--- config.mk ---
export PLATFORM = sky130hd
export DESIGN_NAME = shot_link_ctl
export DESIGN_NICKNAME = d
export VERILOG_FILES = /design/src/rtl/game_pkg.sv /design/src/rtl/shot_link_ctl_rx_parser.sv /design/src/rtl/shot_link_ctl.sv
export SDC_FILE = /design/constraint.sdc
export NUM_CORES = 1
export LEC_CHECK = 0
export BUFFER_PORTS_ARGS = -buffer_cell sky130_fd_sc_hd__buf_2
export CAP_MARGIN = 10
export CORE_MARGIN = 2
export CORE_UTILIZATION = 30
export DETAILED_ROUTE_END_ITERATION = 12
export PLACE_DENSITY = 0.57
export SLEW_MARGIN = 25
export SYNTH_ARGS = -nofsm -noshare
export SYNTH_HDL_FRONTEND = slang
export SYNTH_SLANG_ARGS = --single-unit
--- constraint.sdc ---
create_clock -name clk -period 5.2 [get_ports clk]
set_input_delay 1.04 -clock clk [delete_from_list [all_inputs] [get_ports clk]]
set_output_delay 1.04 -clock clk [all_outputs]
set_load 0.02 [all_outputs]
--- src/rtl/game_pkg.sv ---
// Shared types and constants for the inter-board shot/result link.
package game_pkg;

    localparam logic [7:0] SHOT_HDR = 8'hA5;
    localparam logic [7:0] RES_HDR  = 8'h5A;

    typedef enum logic [2:0] {
        IDLE,
        S_HDR,
        S_ADDR,
        WAIT_RES,
        LOOKUP,
        R_HDR,
        R_PAY
    } link_state_t;

    typedef enum logic {
        RX_HDR,
        RX_PAY
    } rx_state_t;

    function automatic logic addr_valid(input logic [7:0] addr);
        return (addr[7:4] <= 4'd9) && (addr[3:0] <= 4'd9);
    endfunction

endpackage

--- src/rtl/shot_link_ctl_rx_parser.sv ---
// Splits the rx byte stream into SHOT (pending slot) and RESULT (pulse) messages.
module link_rx_parser
    import game_pkg::*;
(
    input  logic       clk,
    input  logic       rst,
    input  logic [7:0] rx_data,
    input  logic       rx_valid,
    input  logic       clr_pend,
    output logic       pend_v,
    output logic [7:0] pend_addr,
    output logic       res_v,
    output logic       res_hit
);

    rx_state_t  st_q;
    logic       is_shot_q;
    logic       pend_v_q;
    logic [7:0] pend_addr_q;
    logic       res_v_q;
    logic       res_hit_q;

    always_ff @(posedge clk or negedge rst) begin
        if (!rst) begin
            st_q        <= RX_HDR;
            is_shot_q   <= 1'b0;
            pend_v_q    <= 1'b0;
            pend_addr_q <= 8'h00;
            res_v_q     <= 1'b0;
            res_hit_q   <= 1'b0;
        end else begin
            res_v_q <= 1'b0;
            if (clr_pend)
                pend_v_q <= 1'b0;
            if (rx_valid) begin
                unique case (st_q)
                    RX_HDR: begin
                        is_shot_q <= (rx_data == SHOT_HDR);
                        if (rx_data == SHOT_HDR || rx_data == RES_HDR)
                            st_q <= RX_PAY;
                    end
                    RX_PAY: begin
                        st_q <= RX_HDR;
                        // A fresh SHOT beats a same-cycle clear so it is never lost
                        if (is_shot_q) begin
                            pend_v_q    <= 1'b1;
                            pend_addr_q <= rx_data;
                        end else begin
                            res_v_q   <= 1'b1;
                            res_hit_q <= rx_data[0];
                        end
                    end
                    default: st_q <= RX_HDR;
                endcase
            end
        end
    end

    assign pend_v    = pend_v_q;
    assign pend_addr = pend_addr_q;
    assign res_v     = res_v_q;
    assign res_hit   = res_hit_q;

endmodule

--- src/rtl/shot_link_ctl.sv ---
// Shot/result exchange sequencer between the game FSM and the UART byte link.
module shot_link_ctl
    import game_pkg::*;
#(
    parameter int unsigned TIMEOUT_CYC = 65_000_000,
    parameter int unsigned MAX_RETRY   = 3
) (
    input  logic       clk,
    input  logic       rst,
    input  logic       shot_req,
    input  logic [7:0] shot_addr,
    output logic       busy,
    output logic       shot_done,
    output logic       shot_hit,
    output logic       shot_fail,
    output logic       look_req,
    output logic [7:0] look_addr,
    input  logic       look_ack,
    input  logic       look_hit,
    output logic       in_shot,
    output logic [7:0] in_addr,
    output logic       in_hit,
    output logic [7:0] tx_data,
    output logic       tx_valid,
    input  logic       tx_ready,
    input  logic [7:0] rx_data,
    input  logic       rx_valid
);

    link_state_t state_q;
    link_state_t ret_q;
    logic [31:0] timer_q;
    logic [3:0]  retry_q;
    logic [7:0]  addr_q;
    logic        busy_q;
    logic        done_q;
    logic        hit_q;
    logic        fail_q;
    logic        look_req_q;
    logic [7:0]  look_addr_q;
    logic        in_shot_q;
    logic [7:0]  in_addr_q;
    logic        in_hit_q;
    logic [7:0]  tx_data_q;
    logic        tx_valid_q;

    logic       pend_v;
    logic [7:0] pend_addr;
    logic       res_v;
    logic       res_hit;
    logic       clr_pend;
    logic       tx_fire;

    assign clr_pend = (state_q == LOOKUP) && look_ack;
    assign tx_fire  = tx_valid_q && tx_ready;

    link_rx_parser u_rx (
        .clk       (clk),
        .rst       (rst),
        .rx_data   (rx_data),
        .rx_valid  (rx_valid),
        .clr_pend  (clr_pend),
        .pend_v    (pend_v),
        .pend_addr (pend_addr),
        .res_v     (res_v),
        .res_hit   (res_hit)
    );

    always_ff @(posedge clk or negedge rst) begin
        if (!rst) begin
            state_q     <= IDLE;
            ret_q       <= IDLE;
            timer_q     <= 32'd0;
            retry_q     <= 4'd0;
            addr_q      <= 8'h00;
            busy_q      <= 1'b0;
            done_q      <= 1'b0;
            hit_q       <= 1'b0;
            fail_q      <= 1'b0;
            look_req_q  <= 1'b0;
            look_addr_q <= 8'h00;
            in_shot_q   <= 1'b0;
            in_addr_q   <= 8'h00;
            in_hit_q    <= 1'b0;
            tx_data_q   <= 8'h00;
            tx_valid_q  <= 1'b0;
        end else begin
            done_q    <= 1'b0;
            fail_q    <= 1'b0;
            in_shot_q <= 1'b0;
            unique case (state_q)
                IDLE: begin
                    if (pend_v) begin
                        state_q     <= LOOKUP;
                        ret_q       <= IDLE;
                        look_req_q  <= 1'b1;
                        look_addr_q <= pend_addr;
                    end else if (shot_req) begin
                        if (addr_valid(shot_addr)) begin
                            state_q    <= S_HDR;
                            addr_q     <= shot_addr;
                            busy_q     <= 1'b1;
                            retry_q    <= 4'd0;
                            tx_valid_q <= 1'b1;
                            tx_data_q  <= SHOT_HDR;
                        end else begin
                            fail_q <= 1'b1;
                        end
                    end
                end
                S_HDR: begin
                    if (tx_fire) begin
                        state_q   <= S_ADDR;
                        tx_data_q <= addr_q;
                    end
                end
                S_ADDR: begin
                    if (tx_fire) begin
                        state_q    <= WAIT_RES;
                        tx_valid_q <= 1'b0;
                        timer_q    <= 32'd0;
                    end
                end
                WAIT_RES: begin
                    if (res_v) begin
                        state_q <= IDLE;
                        hit_q   <= res_hit;
                        done_q  <= 1'b1;
                        busy_q  <= 1'b0;
                    end else if (pend_v) begin
                        // Timer holds its value while the reply is serviced
                        state_q     <= LOOKUP;
                        ret_q       <= WAIT_RES;
                        look_req_q  <= 1'b1;
                        look_addr_q <= pend_addr;
                    end else if (timer_q == 32'(TIMEOUT_CYC - 1)) begin
                        if (retry_q < 4'(MAX_RETRY)) begin
                            state_q    <= S_HDR;
                            retry_q    <= retry_q + 4'd1;
                            tx_valid_q <= 1'b1;
                            tx_data_q  <= SHOT_HDR;
                        end else begin
                            state_q <= IDLE;
                            fail_q  <= 1'b1;
                            busy_q  <= 1'b0;
                        end
                    end else begin
                        timer_q <= timer_q + 32'd1;
                    end
                end
                LOOKUP: begin
                    if (look_ack) begin
                        state_q    <= R_HDR;
                        look_req_q <= 1'b0;
                        in_shot_q  <= 1'b1;
                        in_addr_q  <= look_addr_q;
                        in_hit_q   <= look_hit;
                        tx_valid_q <= 1'b1;
                        tx_data_q  <= RES_HDR;
                    end
                end
                R_HDR: begin
                    if (tx_fire) begin
                        state_q   <= R_PAY;
                        tx_data_q <= {7'b0, in_hit_q};
                    end
                end
                R_PAY: begin
                    if (tx_fire) begin
                        state_q    <= ret_q;
                        tx_valid_q <= 1'b0;
                    end
                end
                default: state_q <= IDLE;
            endcase
        end
    end

    assign busy      = busy_q;
    assign shot_done = done_q;
    assign shot_hit  = hit_q;
    assign shot_fail = fail_q;
    assign look_req  = look_req_q;
    assign look_addr = look_addr_q;
    assign in_shot   = in_shot_q;
    assign in_addr   = in_addr_q;
    assign in_hit    = in_hit_q;
    assign tx_data   = tx_data_q;
    assign tx_valid  = tx_valid_q;

endmodule

==> flow_summary.yaml <==
clock_network:
  cts_hold_buf: 0
  cts.clk_slew.worst_paths_ns: 0.07
  cts_resized: 0
  clock_sinks: 93
  cts_setup_buffers: 0
  htreeDepth: 3
  numCtsBuffers: 9
  clockRootBuffer: "clkbuf_16"
  insertion_delay_ns: 0.36
  cts_tree: "built"
  clk_path_buf_depth: 2
place:
  portBuffers: 54
  placement.cell_area_um2: 5240
  gp_congestion: 0.865
  place.detailed.hpwl_mm: 8.16
detailed_routing:
  via_count: 3900
  drcViolationCount: 0
  postRouteAntennaNets: 0
  first_pass_iters: 5
  wl_mm: 11.9
  avgRoutedWirePerCell_um: 16.5
  drtIter0Drc: 336
  viasPerCell: 5.42
run:
  drv_cap: 0
grt:
  grt_pass1_vias: 3854
  antenna_found_initial: 0
  grt_max_degree: 51
  grt_pass1_wl_mm: 19.7
  grt.overflow.total: 0
  track_usage_pct: 14.9
logic_synthesis:
  synth.top_cell.area_share_pct: 48.8
  synth_area_um2: 4770
  synthSimpleGateAreaFrac_pct: 21.8
  synth-xor-area-share_pct: 0
  synth_fa_ha_area_share_pct: 0.525
  ys_seq_area_share_pct: 48.8
  synthArstFlopShare_pct: 100
  avgSynthCellArea_um2: 10.5
  synth_top_family_by_area: "simple AND/OR/NAND/NOR gates"
  syn_inst: 455
  synthTopCellsByCount: "dfrtp_1, nand2_1, mux2_2"
  synth_mux_area_share_pct: 9.95
  synth-compound-area-share_pct: 15.9
  yosys.area.top_type: "dfrtp_1"
  ys_types: 63
  synth.most_common_cell: "dfrtp_1"
  synth-seq-cells: 93
  synth_edf_count: 0
  ys_dominant_reg_cell: "dfrtp_1"
  synthTopCellsByArea: "dfrtp_1, mux2_2, nand2_1"
  syn_nets: 480
  synth_warnings: 0
sta:
  finalSetupTns_ns: 0
  clock_skew_ns: 0.00855
  tightest_slew_ns: 0.996
  period_share_pct: 59.8
  max-slew-margin-rel_pct: 33.2
  hold_viol_final: 0
  slew_viol_final: 0
  post-route-min-period_ns: 3.11
  setup_viol_count_final: 0
  max_freq_ghz: 0.321
  rsz0062_at_grt: "false"
layout:
  nFillCells: 1588
  fin_area_um2: 5540
  layout-drive-gt1-share_pct: 26.4
  nets: 523
  insertedDiodeCount: 0
  area_growth_pct: 16.2
critical_path:
  worstSetupEndpointType: "flop"
  critPathTopFamily: "compound AO/OA/AOI/OAI gates"
  cp-start-kind: "flop"
  crit_buf_inv: 0
  crit_type: "flop to flop"
  crit_fanout: 29
  cp_cell_sequence: "nor2b_1 -> o21ai_1 -> a31oi_1 -> nand2_1 -> o41ai_1"
  cp_slowest_cell: "dfrtp_1"
  crit_required_ns: 5.45
  arrival_ns: 3.36
  max_stage_delay_ns: 0.90
die:
  io_pins: 55
  die_w_um: 130
  die_height_um: 130
  design.die.area_um2: 16900
  placementRows: 46
  core_area_um2: 15700
  initial_core_util_pct: 30.3
pwr:
  powerDensity_nw_per_um2: 260
  p_leak_nw: 2.45
  peakVddDrop_v: 0.000183
worst_hold_path:
  min_path_type: "flop to flop"
outcome:
  outcome: "finished clean"
-- placed cells by master (no fill, tap or decap), types with 3 or more instances in the layout --
cell type / instances
dfrtp_1: 93
buf_2: 53
nand2_1: 45
mux2_2: 39
nand3_1: 24
a21oi_1: 22
or4_1: 18
o211ai_1: 16
nand4_1: 16
nor2_1: 15
o21ai_0: 13
inv_1: 12
nor3_1: 9
clkbuf_16: 9
o2111ai_1: 6
nor4_1: 5
or3_1: 5
o31ai_1: 5
nand3b_1: 5
o21ba_2: 4
a2bb2oi_1: 4
nand2b_1: 4
a31oi_1: 4
buf_4: 4
nor4_4: 3
nor2b_1: 3
and3_1: 3
a22oi_1: 3
and2_1: 3
clkinv_4: 3
-- routing by layer --
metal	wire length, um	vias up	track usage [%]
li1	-	1834	-
met1	5540	1945	20.2
met4	200	0	6.58
met5	0	-	0
met2	5630	106	23.1
met3	514	15	3.03
-- worst register-to-register path, delay by kind of cell, from the launching register on --
family / cells / cell delay (ns)
DFF: 1 / 0.90
AOI/OAI and AO/OA: 3 / 1.43
and+or+nand+nor: 2 / 0.69
-- cells by family (layout without fill, tap and decap cells) --
group | after synthesis | after routing
fa+ha+maj | 2 | 2
mux | 42 | 42
simple gates | 177 | 177
buf+inv | 37 | 85
compound gates | 104 | 104
flops | 93 | 93
-- state kept, by name, summed over array words and instances (netlist names), 3 cells and up --
signal,flops
look_addr,8
in_addr,8
u_rx.pend_addr,8
addr_q,8
retry_q,4
tx_data,8
state_q,3
timer_q,32
-- power by group --
group          switching [mW]  total, mW  internal [mW]
Sequential            0.00220      0.727          0.725
Combinational          0.0235     0.0337         0.0102
Clock                   0.300      0.677          0.377
-- final timing paths --
check	startpoint	endpoint	slack, ns	cells after the start
worst max-delay path	state_q[1]	timer_q[12]	2.09	5
worst min-delay path	u_rx.is_shot_q	u_rx.res_v	0.50	1
worst max register to register	state_q[1]	timer_q[12]	2.09	5
worst min register to register	u_rx.is_shot_q	u_rx.res_v	0.50	1
max in group asynchronous	rst	timer_q[5]	3.48	2
min in group asynchronous	rst	timer_q[29]	0.68	1
-- final cells by class --
cell class	instances	area, um2	area share, %
timing repair buffer	57	295	5.33
multi-input combinational	325	2300	41.5
sequential	93	2330	42.0
tap	216	270	4.88
inverter	12	45.0	0.813
clock buffer	10	229	4.13
clock inverter	6	72.6	1.31
-- stage by stage --
stage | setup WS (ns) | hold WS [ns] | util [%] | total power [mW] | cells
6_report | 2.09 | 0.495 | 35.3 | 1.44 | 719
5_1_grt | 1.86 | 0.523 | 35.3 | 1.49 | 719
4_1_cts | 2.11 | 0.503 | 35.3 | 1.45 | 719
3_5_place_dp | 2.02 | 0.476 | 33.3 | 0.776 | 703
3_3_place_gp | 2.07 | 0.480 | 33.3 | 0.775 | 703
2_1_floorplan | 2.65 | 0.438 | - | 0.747 | 455
(Power assumes the default switching activity.)
